**src/rtl/fb_pkg.sv**
```systemverilog
// rtl/fb_pkg.sv - shared frame-buffer port ids, tag type and default widths
package fb_pkg;

   localparam int FB_ADDR_W = 12;
   localparam int FB_DATA_W = 16;

   localparam logic [1:0] FB_PORT_GPMC = 2'd0;
   localparam logic [1:0] FB_PORT_LED0 = 2'd1;
   localparam logic [1:0] FB_PORT_LED1 = 2'd2;

   localparam int FB_TAG_W = 3;

   typedef struct packed {
      logic       valid;
      logic [1:0] id;
   } fb_tag_t;

   function automatic logic [2:0] fb_port_onehot(input logic [1:0] id);
      fb_port_onehot = 3'b001 << id;
   endfunction

endpackage

```
**src/rtl/fb_tag_pipe.sv**
```systemverilog
// rtl/fb_tag_pipe.sv - read-tag shift register matching the RAM command-to-data latency
module fb_tag_pipe
   import fb_pkg::*;
#(
   parameter int DEPTH = 3
)(
   input  logic    clk_100,
   input  logic    reset_n,
   input  fb_tag_t tag_in,
   output fb_tag_t tag_out
);

   fb_tag_t [DEPTH-1:0] stage;

   always_ff @(posedge clk_100 or negedge reset_n) begin
      if (!reset_n) begin
         stage <= '0;
      end else begin
         stage <= {stage[DEPTH-2:0], tag_in};
      end
   end

   assign tag_out = stage[DEPTH-1];

endmodule

```
**src/rtl/fb_arbiter.sv**
```systemverilog
// rtl/fb_arbiter.sv - single-port frame-buffer RAM arbiter: GPMC priority, LED round-robin, tagged read return
module fb_arbiter
   import fb_pkg::*;
#(
   parameter int ADDR_W     = FB_ADDR_W,
   parameter int DATA_W     = FB_DATA_W,
   parameter int RD_LAT     = 2,
   parameter int MAX_STREAK = 4
)(
   input  logic                clk_100,
   input  logic                reset_n,
   input  logic                arb_en,
   input  logic [2:0]          req_valid,
   output logic [2:0]          req_ready,
   input  logic [2:0]          req_we,
   input  logic [3*ADDR_W-1:0] req_addr,
   input  logic [3*DATA_W-1:0] req_wdata,
   output logic [2:0]          rsp_valid,
   output logic [DATA_W-1:0]   rsp_data,
   output logic                mem_en,
   output logic                mem_we,
   output logic [ADDR_W-1:0]   mem_addr,
   output logic [DATA_W-1:0]   mem_wdata,
   input  logic [DATA_W-1:0]   mem_rdata
);

   localparam int                  STREAK_W   = $clog2(MAX_STREAK + 1);
   localparam logic [STREAK_W-1:0] STREAK_MAX = STREAK_W'(MAX_STREAK);

   logic [STREAK_W-1:0] streak;
   logic [1:0]          rr_ptr;
   logic                led_valid;
   logic                gpmc_masked;
   logic                gnt_any;
   logic [1:0]          gnt_id;
   logic                sel_we;
   logic [ADDR_W-1:0]   sel_addr;
   logic [DATA_W-1:0]   sel_wdata;
   fb_tag_t             tag_in;
   fb_tag_t             tag_out;

   assign led_valid   = req_valid[FB_PORT_LED0] | req_valid[FB_PORT_LED1];
   assign gpmc_masked = (streak == STREAK_MAX) && led_valid;

   always_comb begin
      gnt_any = 1'b0;
      gnt_id  = FB_PORT_GPMC;
      if (arb_en && reset_n) begin
         if (req_valid[FB_PORT_GPMC] && !gpmc_masked) begin
            gnt_any = 1'b1;
            gnt_id  = FB_PORT_GPMC;
         end else if (req_valid[FB_PORT_LED0] && req_valid[FB_PORT_LED1]) begin
            gnt_any = 1'b1;
            gnt_id  = rr_ptr;
         end else if (req_valid[FB_PORT_LED0]) begin
            gnt_any = 1'b1;
            gnt_id  = FB_PORT_LED0;
         end else if (req_valid[FB_PORT_LED1]) begin
            gnt_any = 1'b1;
            gnt_id  = FB_PORT_LED1;
         end
      end
   end

   assign req_ready = gnt_any ? fb_port_onehot(gnt_id) : 3'b000;

   always_comb begin
      sel_we    = req_we[0];
      sel_addr  = req_addr[0 +: ADDR_W];
      sel_wdata = req_wdata[0 +: DATA_W];
      case (gnt_id)
         FB_PORT_LED0: begin
            sel_we    = req_we[1];
            sel_addr  = req_addr[ADDR_W +: ADDR_W];
            sel_wdata = req_wdata[DATA_W +: DATA_W];
         end
         FB_PORT_LED1: begin
            sel_we    = req_we[2];
            sel_addr  = req_addr[2*ADDR_W +: ADDR_W];
            sel_wdata = req_wdata[2*DATA_W +: DATA_W];
         end
         default: ;
      endcase
   end

   // streak only counts GPMC wins that actually held off a waiting LED port
   always_ff @(posedge clk_100 or negedge reset_n) begin
      if (!reset_n) begin
         streak <= '0;
         rr_ptr <= FB_PORT_LED0;
      end else begin
         if (gnt_any && (gnt_id != FB_PORT_GPMC)) begin
            streak <= '0;
            rr_ptr <= (gnt_id == FB_PORT_LED0) ? FB_PORT_LED1 : FB_PORT_LED0;
         end else if (!led_valid) begin
            streak <= '0;
         end else if (gnt_any && (streak != STREAK_MAX)) begin
            streak <= streak + 1'b1;
         end
      end
   end

   always_ff @(posedge clk_100 or negedge reset_n) begin
      if (!reset_n) begin
         mem_en    <= 1'b0;
         mem_we    <= 1'b0;
         mem_addr  <= '0;
         mem_wdata <= '0;
      end else begin
         mem_en <= gnt_any;
         mem_we <= gnt_any & sel_we;
         if (gnt_any) begin
            mem_addr  <= sel_addr;
            mem_wdata <= sel_wdata;
         end
      end
   end

   always_comb begin
      tag_in       = '0;
      tag_in.valid = gnt_any && !sel_we;
      tag_in.id    = gnt_id;
   end

   // one extra stage covers the command register ahead of the RAM
   fb_tag_pipe #(
      .DEPTH (RD_LAT + 1)
   ) u_tag_pipe (
      .clk_100 (clk_100),
      .reset_n (reset_n),
      .tag_in  (tag_in),
      .tag_out (tag_out)
   );

   always_ff @(posedge clk_100 or negedge reset_n) begin
      if (!reset_n) begin
         rsp_valid <= 3'b000;
         rsp_data  <= '0;
      end else begin
         rsp_valid <= tag_out.valid ? fb_port_onehot(tag_out.id) : 3'b000;
         if (tag_out.valid) begin
            rsp_data <= mem_rdata;
         end
      end
   end

endmodule

```
**config.mk**
```make
export PLATFORM = sky130hd
export DESIGN_NAME = fb_arbiter
export DESIGN_NICKNAME = d
export VERILOG_FILES = /design/src/rtl/fb_pkg.sv /design/src/rtl/fb_tag_pipe.sv /design/src/rtl/fb_arbiter.sv
export SDC_FILE = /design/constraint.sdc
export NUM_CORES = 1
export LEC_CHECK = 0
export CELL_PAD_IN_SITES_DETAIL_PLACEMENT = 2
export CELL_PAD_IN_SITES_GLOBAL_PLACEMENT = 2
export CORE_MARGIN = 1
export CORE_UTILIZATION = 25
export CTS_BUF_LIST = sky130_fd_sc_hd__clkbuf_2
export DETAILED_ROUTE_END_ITERATION = 16
export PLACE_DENSITY = 0.9
export RECOVER_POWER = 50
export SLEW_MARGIN = 20
export SYNTH_ARGS = -nofsm -noshare
export SYNTH_HDL_FRONTEND = slang
export SYNTH_HIERARCHICAL = 1
export SYNTH_SLANG_ARGS = --single-unit
export TNS_END_PERCENT = 20
```
**constraint.sdc**
```tcl
create_clock -name clk_100 -period 6.76 [get_ports clk_100]
set_input_delay 1.352 -clock clk_100 [delete_from_list [all_inputs] [get_ports clk_100]]
set_output_delay 1.352 -clock clk_100 [all_outputs]
set_load 0.005 [all_outputs]
```
==> out/qor.yml <==
run_status: "completed"
most_used_flip_flop_cell_after_synthesis: "sky130_fd_sc_hd__dfrtp_1"
detail_route.first_pass.iterations: 4
dp_worst_setup_slack_ns: 1.69
timing.critical_path.slowest_stage_cell: "sky130_fd_sc_hd__dlygate4sd3_1"
worst_setup_path_startpoint: "arb_en"
synth_fp_nets: 374
cts.reportedPaths.clkPinSlew_ns: 0.21
ff2ff_setup_slack_ns: 3.63
postLayoutCellArea_um2: 4770
fp.dieH_um: 110
route.detailed.wl_per_inst_um: 17.8
synth.yosys.seq_area_share: 0.538
worstSetupEndpointType: "primary output"
max_freq_ghz: 0.195
yosys.area_share.simple: 0.144
synth_largest_type_area_fraction: 0.529
fp.dieW_um: 110
mappedNetlistArea_um2: 2930
power_frac_clock: 0.277
synth_cell_type_count: 30
mostFrequentLayoutCell: "sky130_fd_sc_hd__clkdlybuf4s50_1"
post_synth_inst_count: 260
cts_htree_levels: 3
worst-slew-pin-transition_ns: 0.844
layout_common_cells: "sky130_fd_sc_hd__clkdlybuf4s50_1 (143), sky130_fd_sc_hd__dfrtp_1 (62), sky130_fd_sc_hd__nand2_1 (32)"
rr_startpoint: "streak[0]$_DFFE_PN0P_"
hold_buffers: 0
ioPinCount: 161
comb_power_share: 0.268
area_growth_pct: 62.9
std_cell_rows: 39
skew_ns: 0.0463
wl_mm: 9.99
power.ir.vdd_worst_mv: 0.109
numCtsBuffers: 9
hold_violations: 0
timing_worst_setup_path_type: "in2out"
initial_antenna_violation_count: 0
holdCritStartpoint: "u_tag_pipe/stage[4]$_DFF_PN0_"
finalMaxSlewViolations: 0
finish.net_count: 526
swShare: 0.276
number_of_enable_type_register_cells_in_the_synthesized_netlist: 0
port_buffers: 160
p_int_w: 0.000740
setup.worst_path.start_class: "input port"
worst_hold_path_type: "reg2reg"
postLayoutSetupSlackWorst_ns: 1.63
postSynthRegisterBits: 63
area.sequential_um2: 1580
cap_violations: 0
dp_hpwl_mm: 7.44
root_buffer: "sky130_fd_sc_hd__clkbuf_2"
xor_xnor_portion_of_the_synthesized_cell_area: 0
synth-compound-area-share: 0.187
initial_utilization: 0.257
min_period_over_period: 0.759
synth.largest_area_cell: "sky130_fd_sc_hd__dfrtp_1"
layout_min_cycle_time_ns: 5.13
worst_ep_arrival_time_ns: 3.78
fp.dieArea_um2: 12200
global_route.overflow_total: 0
yosys-top-cells-area: "sky130_fd_sc_hd__dfrtp_1 (53%), sky130_fd_sc_hd__a221oi_1 (8.7%), sky130_fd_sc_hd__o31ai_1 (7.4%)"
total_power_w: 0.00102
async_reset_ff_frac: 1.00
required_ns: 5.41
fin_hold_ws_ns: 0.359
static-leakage-power_nw: 1.98
rsz0062_at_grt: "false"
critical_path.cell_chain: "dlygate4sd3_1, nand2_1, a21oi_1, and3_1, ha_1, buf_4, and2_1, clkdlybuf4s50_1"
final_layout_size_suffix_gt1_frac: 0.0959
max-slew-margin-rel: 0.437
share_of_cell_area_taken_by_muxes_after_synthesis: 0.0653
final.setup.tns_ns: 0
power_per_cell_area_nw_per_um2: 214
synth.yosys.warnings: 6
diodes_inserted: 0
synth_adder_area_share: 0.0213
multi_input_area_um2: 1230
worstSkewPairLatency_ns: 0.47
vias: 2726
vias_per_cell: 4.87
first_iter_violations: 98
fillers: 1193
place.gp.congestion: 0.797
cts_tree: "built"
power_frac_seq: 0.455
critical_path.max_stage_delay_ns: 0.61
largest_family_of_logic_cells_by_synthesized_area: "compound AO/OA/AOI/OAI gates"
syn_avg_cell_area_um2: 11.3
final_antenna_net_count: 0
timing.critical_path.fanout_max: 32
tritoncts_num_sinks: 63
power.net_switching_w: 0.000283
route.detailed.drc: 0
dpl_cell_area_um2: 4630
postCtsResizedCells: 0
grt_pass1_vias: 2964
postCtsSetupBuffers: 0
cts_max_path_buffers: 2
largest_net_degree_at_the_start_of_global_routing: 65
final-setup-viol-count: 0
gr-usage-all-layers: 0.164
grt_pass1_wl_mm: 15.1
placeableCoreArea_um2: 11400
final timing paths:
path | end | depth (start not counted)
min in group asynchronous | streak[0]$_DFFE_PN0P_ | 2
hold / removal | u_tag_pipe/tag_out[1]$_DFF_PN0_ | 0
hold reg to reg | u_tag_pipe/tag_out[1]$_DFF_PN0_ | 0
setup reg to reg | mem_wdata[8]$_DFFE_PN0P_ | 9
max in group asynchronous | mem_wdata[8]$_DFFE_PN0P_ | 2
setup / recovery | req_ready[1] | 8
worst max-delay path: cells and delay by family:
kind,cells,cell delay [ns]
adder cells (fa/ha/maj),1,0.15
AND/OR/NAND/NOR,3,0.54
AO/OA/AOI/OAI,1,0.28
buffers and inverters,3,1.45
sequential cells by signal (all words and copies together) (netlist names), 2 cells and up:
name                count
u_tag_pipe/stage        6
mem_wdata              16
rsp_data               16
rr_ptr                  2
streak                  3
u_tag_pipe/tag_out      3
mem_addr               12
rsp_valid               3
cells by family (layout without fill, tap and decap cells):
family                     count (synthesis)  count (layout)
AOI/OAI and AO/OA                         68              68
and+or+nand+nor                           80              80
DFF                                       63              63
muxes                                     17              17
adders and majority gates                  5               5
buffers and inverters                     27             184
Yosys cell counts, types with 3 or more instances:
cell	instances
sky130_fd_sc_hd__a21oi_1	3
sky130_fd_sc_hd__a221oi_1	29
sky130_fd_sc_hd__and2_1	3
sky130_fd_sc_hd__and3_1	3
sky130_fd_sc_hd__buf_2	9
sky130_fd_sc_hd__buf_4	4
sky130_fd_sc_hd__clkbuf_1	11
sky130_fd_sc_hd__dfrtp_1	62
sky130_fd_sc_hd__ha_1	5
sky130_fd_sc_hd__mux2_2	17
sky130_fd_sc_hd__nand2_1	32
sky130_fd_sc_hd__nor2b_1	29
sky130_fd_sc_hd__o31ai_1	29
per-stage QoR:
stage | utilization | instances
5_1_grt | 0.418 | 560
3_3_place_gp | 0.405 | 544
6_report | 0.418 | 560
3_5_place_dp | 0.405 | 544
4_1_cts | 0.418 | 560
2_1_floorplan | - | 260
routing by layer:
metal / vias to the layer above / share of wire / GRT usage / wire, um
met3: 7 / 0.058 / 0.0406 / 576
li1: 1261 / - / - / -
met2: 88 / 0.53 / 0.305 / 5280
met5: - / 0 / 0 / 0
met1: 1370 / 0.41 / 0.187 / 4060
met4: 0 / 0.0078 / 0.0357 / 78
layout make-up:
cell class              instances  share of cell area
clock buffers                   9             0.00943
inverters                       3             0.00236
repair buffers                165               0.342
well taps                     143              0.0375
multi-input cells             170               0.257
clock inverters                 7              0.0215
flip-flops and latches         63               0.330
power groups by stage:
stage | Clock (W) | Combinational (W) | Sequential (W)
floorplan | 0 | 0.0000799 | 0.000471
global placement | 0 | 0.000270 | 0.000467
detailed placement | 0 | 0.000282 | 0.000475
CTS | 0.000296 | 0.000283 | 0.000467
global route | 0.000308 | 0.000301 | 0.000473
finish | 0.000284 | 0.000274 | 0.000465
Note: power is estimated with default switching activity, not from simulation.
==> variant 1 (same flow settings) <==
The package constant `FB_DATA_W` goes from 16 to 32.
--- a/src/rtl/fb_pkg.sv
+++ b/src/rtl/fb_pkg.sv
@@ -3,5 +3,5 @@
 
    localparam int FB_ADDR_W = 12;
-   localparam int FB_DATA_W = 16;
+   localparam int FB_DATA_W = 32;
 
    localparam logic [1:0] FB_PORT_GPMC = 2'd0;
Interface: changed (resized mem_rdata, mem_wdata, req_wdata and rsp_data); port bits go from 161 to 257. No check against the original RTL was run, so the function may have changed too.
==> variant 1 against the original RTL <==
- the flow now finishes with violations (capacitance limit, slew limit)
- design area up 51%
- wire length up 61%
- setup slack better by 370 ps
- clock skew down 13 ps
- sequential cell count up 32
- non-clock buffer count up 97
- total power up 43%
- area after synthesis up 50%
- utilization up 0.063 points
- highest routed layer unchanged
==> variant 1: results (changes against the original RTL) <==
.. list-table::
   :header-rows: 1

   * - Metric
     - Value
   * - Result of the run
     - finished, violations left
   * - Violations in the final reports
     - capacitance limit, slew limit
   * - Count of fill cells added during filler insertion
     - 1773 (+49%)
   * - Max-cap violations
     - 1 (+1)
   * - Clock share of power
     - 19.7% (-8.0 points)
   * - Via Count
     - 4115 (+51%)
   * - Final Hold Slack
     - 364 ps (+5.07 ps)
   * - Min-Delay Endpoint
     - u_tag_pipe/stage[5]
   * - Worst-case clock skew
     - 32.9 ps (-13.5 ps)
   * - Wire length of the first global-routing pass
     - 24700 um (+64%)
   * - Clock transition at the register clock pins on the worst setup and hold paths after CTS
     - 310 ps (+100 ps)
   * - Number of max-slew violations in the final report
     - 60 (+60)
   * - Vias in the first global route
     - 4629 (+56%)
   * - Syn Nets
     - 564 (+51%)
   * - Registers with the most flip-flops
     - mem_wdata x32, rsp_data x32, mem_addr x12
   * - Buffers on Ports
     - 256 (+60%)
   * - Complex-gate fraction of the synthesized area
     - 18.3% (-0.44 points)
   * - Critical path data arrival time
     - 3410 ps (-370 ps)
   * - Cell leakage power
     - 2.92 nW (+48%)
   * - Total area of multi-input combinational cells
     - 1830 um2 (+49%)
   * - Layout Nets
     - 799 (+52%)
   * - Clock buf/inv share
     - 1.66% (-1.4 points)
   * - Count of placed standard cells in the final layout, fillers left out
     - 852 (+52%)
   * - Iter 0 DRT Violations
     - 152 (+55%)
   * - Multi-input gate count
     - 250 (+47%)
   * - Largest net degree at the start of global routing
     - 95 (+46%)
   * - Clock group
     - 0.289 mW (+2%)
   * - Comb pwr share
     - 31.5% (+4.7 points)
   * - Clk Latency, worst-skew pair
     - 600 ps (+130 ps)
   * - Post-synthesis mux area share
     - 8.44% (+1.9 points)
   * - Initial DRT Pass Iterations
     - 6 (+2)
   * - # diodes
     - 1 (+1)
   * - Row count
     - 48 (+23%)
   * - Worst-case register-to-register setup slack
     - 3450 ps (-180 ps)
   * - Layout cells sized above 1
     - 9.42% (-0.17 points)
   * - Final standard cell area without fillers
     - 7220 um2 (+51%)
   * - Number of cells after detailed placement
     - 835 (+53%)
   * - Synthesized netlist cell count
     - 386 (+48%)
   * - Flip-flop and latch count
     - 95 (+51%)
   * - Post-Synth Adder-Cell Area
     - 1.42% (-0.71 points)
   * - Leading post-synthesis cells by cell area
     - sky130_fd_sc_hd__dfrtp_1 (53%), sky130_fd_sc_hd__a221oi_1 (8.9%), sky130_fd_sc_hd__mux2_2 (8.4%)
variant 1: cell count changes after synthesis, sizes merged, moves of 2 or more:
cell | unedited run | this run
a221oi | 29 | 45
buf | 13 | 20
clkbuf | 11 | 18
dfrtp | 62 | 94
mux2 | 17 | 33
nand2 | 32 | 49
nand4 | 2 | 4
nor2b | 29 | 45
o31ai | 29 | 45
variant 1: worst max-delay path, cell delays in order:
cell and delay (ps):
sky130_fd_sc_hd__clkdlybuf4s50_1 530, sky130_fd_sc_hd__nand2_1 80, sky130_fd_sc_hd__a21oi_1 290, sky130_fd_sc_hd__nand3_1 180, sky130_fd_sc_hd__ha_1 340, sky130_fd_sc_hd__and2_1 190
sky130_fd_sc_hd__clkdlybuf4s50_1 450
variant 1: per-layer routing:
layer  share of wire, %  vias up  global-route usage [%]
met4                1.8        0                    6.30
li1                   -     1890                       -
met1                 37     2022                    19.1
met5                  0        -                       0
met2                 53      185                    33.2
met3                8.1       18                    5.18
==> variant 2 (config.mk and constraints unchanged) <==
Without the edit above. Reset style: synchronous (`reset_n`), changed in 4 clocked blocks.
--- a/src/rtl/fb_tag_pipe.sv
+++ b/src/rtl/fb_tag_pipe.sv
@@ -13,5 +13,5 @@
    fb_tag_t [DEPTH-1:0] stage;
 
-   always_ff @(posedge clk_100 or negedge reset_n) begin
+   always_ff @(posedge clk_100) begin
       if (!reset_n) begin
          stage <= '0;
--- a/src/rtl/fb_arbiter.sv
+++ b/src/rtl/fb_arbiter.sv
@@ -85,5 +85,5 @@
 
    // streak only counts GPMC wins that actually held off a waiting LED port
-   always_ff @(posedge clk_100 or negedge reset_n) begin
+   always_ff @(posedge clk_100) begin
       if (!reset_n) begin
          streak <= '0;
@@ -101,5 +101,5 @@
    end
 
-   always_ff @(posedge clk_100 or negedge reset_n) begin
+   always_ff @(posedge clk_100) begin
       if (!reset_n) begin
          mem_en    <= 1'b0;
@@ -133,5 +133,5 @@
    );
 
-   always_ff @(posedge clk_100 or negedge reset_n) begin
+   always_ff @(posedge clk_100) begin
       if (!reset_n) begin
          rsp_valid <= 3'b000;
Formal check against the unedited RTL: differs if reset_n is asserted again (counterexample within 4 cycles, from zero or initial values and one cycle with reset_n low); with reset_n held inactive, the same outputs for 10 cycles.
==> variant 2 against the original RTL <==
- register-to-register slack better by 350 ps
- utilization increased by 0.074 points
- combinational power fell by 45%
- total power decreased by 22%
- sequential power shrank 15%
- clock power down 13%
- worst hold slack better by 98 ps
- wire length decreased by 3.2%
- critical path depth rose by 1
- setup slack got worse by 12 ps
- first-iteration DRC count is 44% lower
- area after synthesis down 2.7%
- design area decreased by 3.6%
- sequential cell count did not move
- critical endpoint unchanged
==> variant 2: results (changes against the original RTL) <==
.. list-table::
   :header-rows: 1

   * - Metric
     - Value
   * - Result of the run
     - completed
   * - Layout Nets
     - 552 (+4.9%)
   * - Routability-driven placement congestion ratio
     - 0.681 (-14%)
   * - Vias in the first global route
     - 3099 (+4.6%)
   * - Total Wirelength
     - 9680 um (-3.2%)
   * - Synthesized netlist cell count
     - 292 (+12%)
   * - Largest fanout on the critical path
     - 31 (-3.1%)
   * - Async SR Flop Fraction
     - 0% (-100 points)
   * - Count of cell types in the netlist
     - 31 (+3.3%)
   * - GR met3 Demand/Resource
     - 6.75% (+2.7 points)
   * - Iter 0 DRT Violations
     - 55 (-44%)
   * - Top cells by count, synth
     - sky130_fd_sc_hd__dfxtp_1 (63), sky130_fd_sc_hd__nor2b_1 (44), sky130_fd_sc_hd__nand3_1 (32)
   * - Registers with the most flip-flops
     - mem_wdata x16, rsp_data x16, mem_addr x12
   * - Leading post-synthesis cells by cell area
     - sky130_fd_sc_hd__dfxtp_1 (44%), sky130_fd_sc_hd__nor2b_1 (9.6%), sky130_fd_sc_hd__a221oi_1 (8.6%)
   * - Fraction of the yosys area taken by sequential cells
     - 44.2% (-9.6 points)
   * - Syn Nets
     - 406 (+8.6%)
   * - Worst-Margin Slew
     - 957 ps (+113 ps)
   * - Number of cells after detailed placement
     - 567 (+4.2%)
   * - Wire length of the first global-routing pass
     - 15100 um (about the same)
   * - Average routed wire per standard cell
     - 16.6 um (-7.0%)
   * - Max rail drop VDD
     - 0.0715 mV (-35%)
   * - Global-route met2 utilization
     - 29.7% (-0.78 points)
   * - Yosys warnings
     - 6 (unchanged)
   * - Setup fix buffers added after clock tree synthesis
     - 0 (unchanged)
   * - Via/cell ratio
     - 4.84 (-0.60%)
   * - Initial DRT Pass Iterations
     - 4 (unchanged)
   * - Worst-case clock skew
     - 26.6 ps (-19.7 ps)
   * - Fraction of met1 tracks used by global routing
     - 17.9% (-0.84 points)
   * - Critical path data arrival time
     - 3790 ps (about the same)
   * - Clk Latency, worst-skew pair
     - 500 ps (+30 ps)
   * - Primary flip-flop cell chosen by synthesis mapping
     - sky130_fd_sc_hd__dfxtp_1
   * - Half-perimeter wire length after detailed placement
     - 7160 um (-3.8%)
   * - Layout cells sized above 1
     - 5.42% (-4.2 points)
   * - Cell leakage power
     - 1.68 nW (-15%)
   * - Largest net degree at the start of global routing
     - 66 (+1.5%)
   * - Global-route usage over all layers
     - 16.8% (+0.42 points)
## variant 2: cell types whose count changed in the layout (fill, tap and decap cells not counted), sizes merged, moves of 10 or more
cell and change:
dfxtp +63, dfrtp -62, nand3 +30, nand2 -29, mux2 -17, mux2i +16
nor2b +15, clkdlybuf4s50 -12, dlygate4sd3 +12, and2 +10
## variant 2: where the power goes
part	internal (mW)	total, mW	switching [mW]	leakage (nW)
Combinational	0.0977	0.152	0.0544	1.09
Clock	0.0890	0.247	0.158	0.0691
Sequential	0.388	0.397	0.00853	0.514
Total	0.575	0.796	0.221	1.68
## variant 2: layer usage
layer | part of all wire, % | vias up
li1 | - | 1366
met1 | 40 | 1319
met2 | 49 | 124
met3 | 9.6 | 12
met4 | 1.5 | 0
met5 | 0 | -
## variant 2: kinds of logic after synthesis
| group | after synthesis | share of synthesized area, % |
|---|---|---|
| AO/OA/AOI/OAI | 70 | 19.8 |
| multiplexers | 16 | 5.61 |
| buffers and inverters | 34 | 6.97 |
| AND/OR/NAND/NOR | 104 | 21.2 |
| adder cells (fa/ha/maj) | 5 | 2.19 |
| flip-flops | 63 | 44.2 |
## variant 2: worst reg2reg max path: cells and delay by family (launching register included)
family | cells | cell delay, ps
flip-flops | 1 | 380
adder cells (fa/ha/maj) | 2 | 1150
buffers and inverters | 1 | 80
AO/OA/AOI/OAI | 1 | 300
AND/OR/NAND/NOR | 5 | 790
## variant 2: path summary, 6_finish.rpt
path	start	end	slack [ps]	cells past startpoint
worst max-delay path	arb_en	req_ready[1]	1620	9
worst min-delay path	u_tag_pipe/tag_out[1]	rsp_valid[1]	460	1
worst max register to register	streak[0]	u_tag_pipe/stage[2]	3980	9
worst min register to register	u_tag_pipe/tag_out[1]	rsp_valid[1]	460	1
## variant 2: final cells by class
cell class	instances	area, um2
Inverter	5	18.8
Timing Repair Buffer	164	1630
Multi-Input combinational cell	195	1400
Sequential cell	63	1260
Clock buffer	9	45.0
Fill cell	1204	6380
Clock inverter	7	80.1
Tap cell	140	175
## variant 2: per-stage QoR
stage | utilization, % | worst slack (ps) | instance area (um2)
after global placement | 40.8 | 1780 | 4480
after detailed placement | 40.8 | 1670 | 4480
after CTS | 41.9 | 1660 | 4600
after global routing | 41.9 | 1430 | 4600
after floorplan | - | 2970 | 2850
final | 41.9 | 1620 | 4600
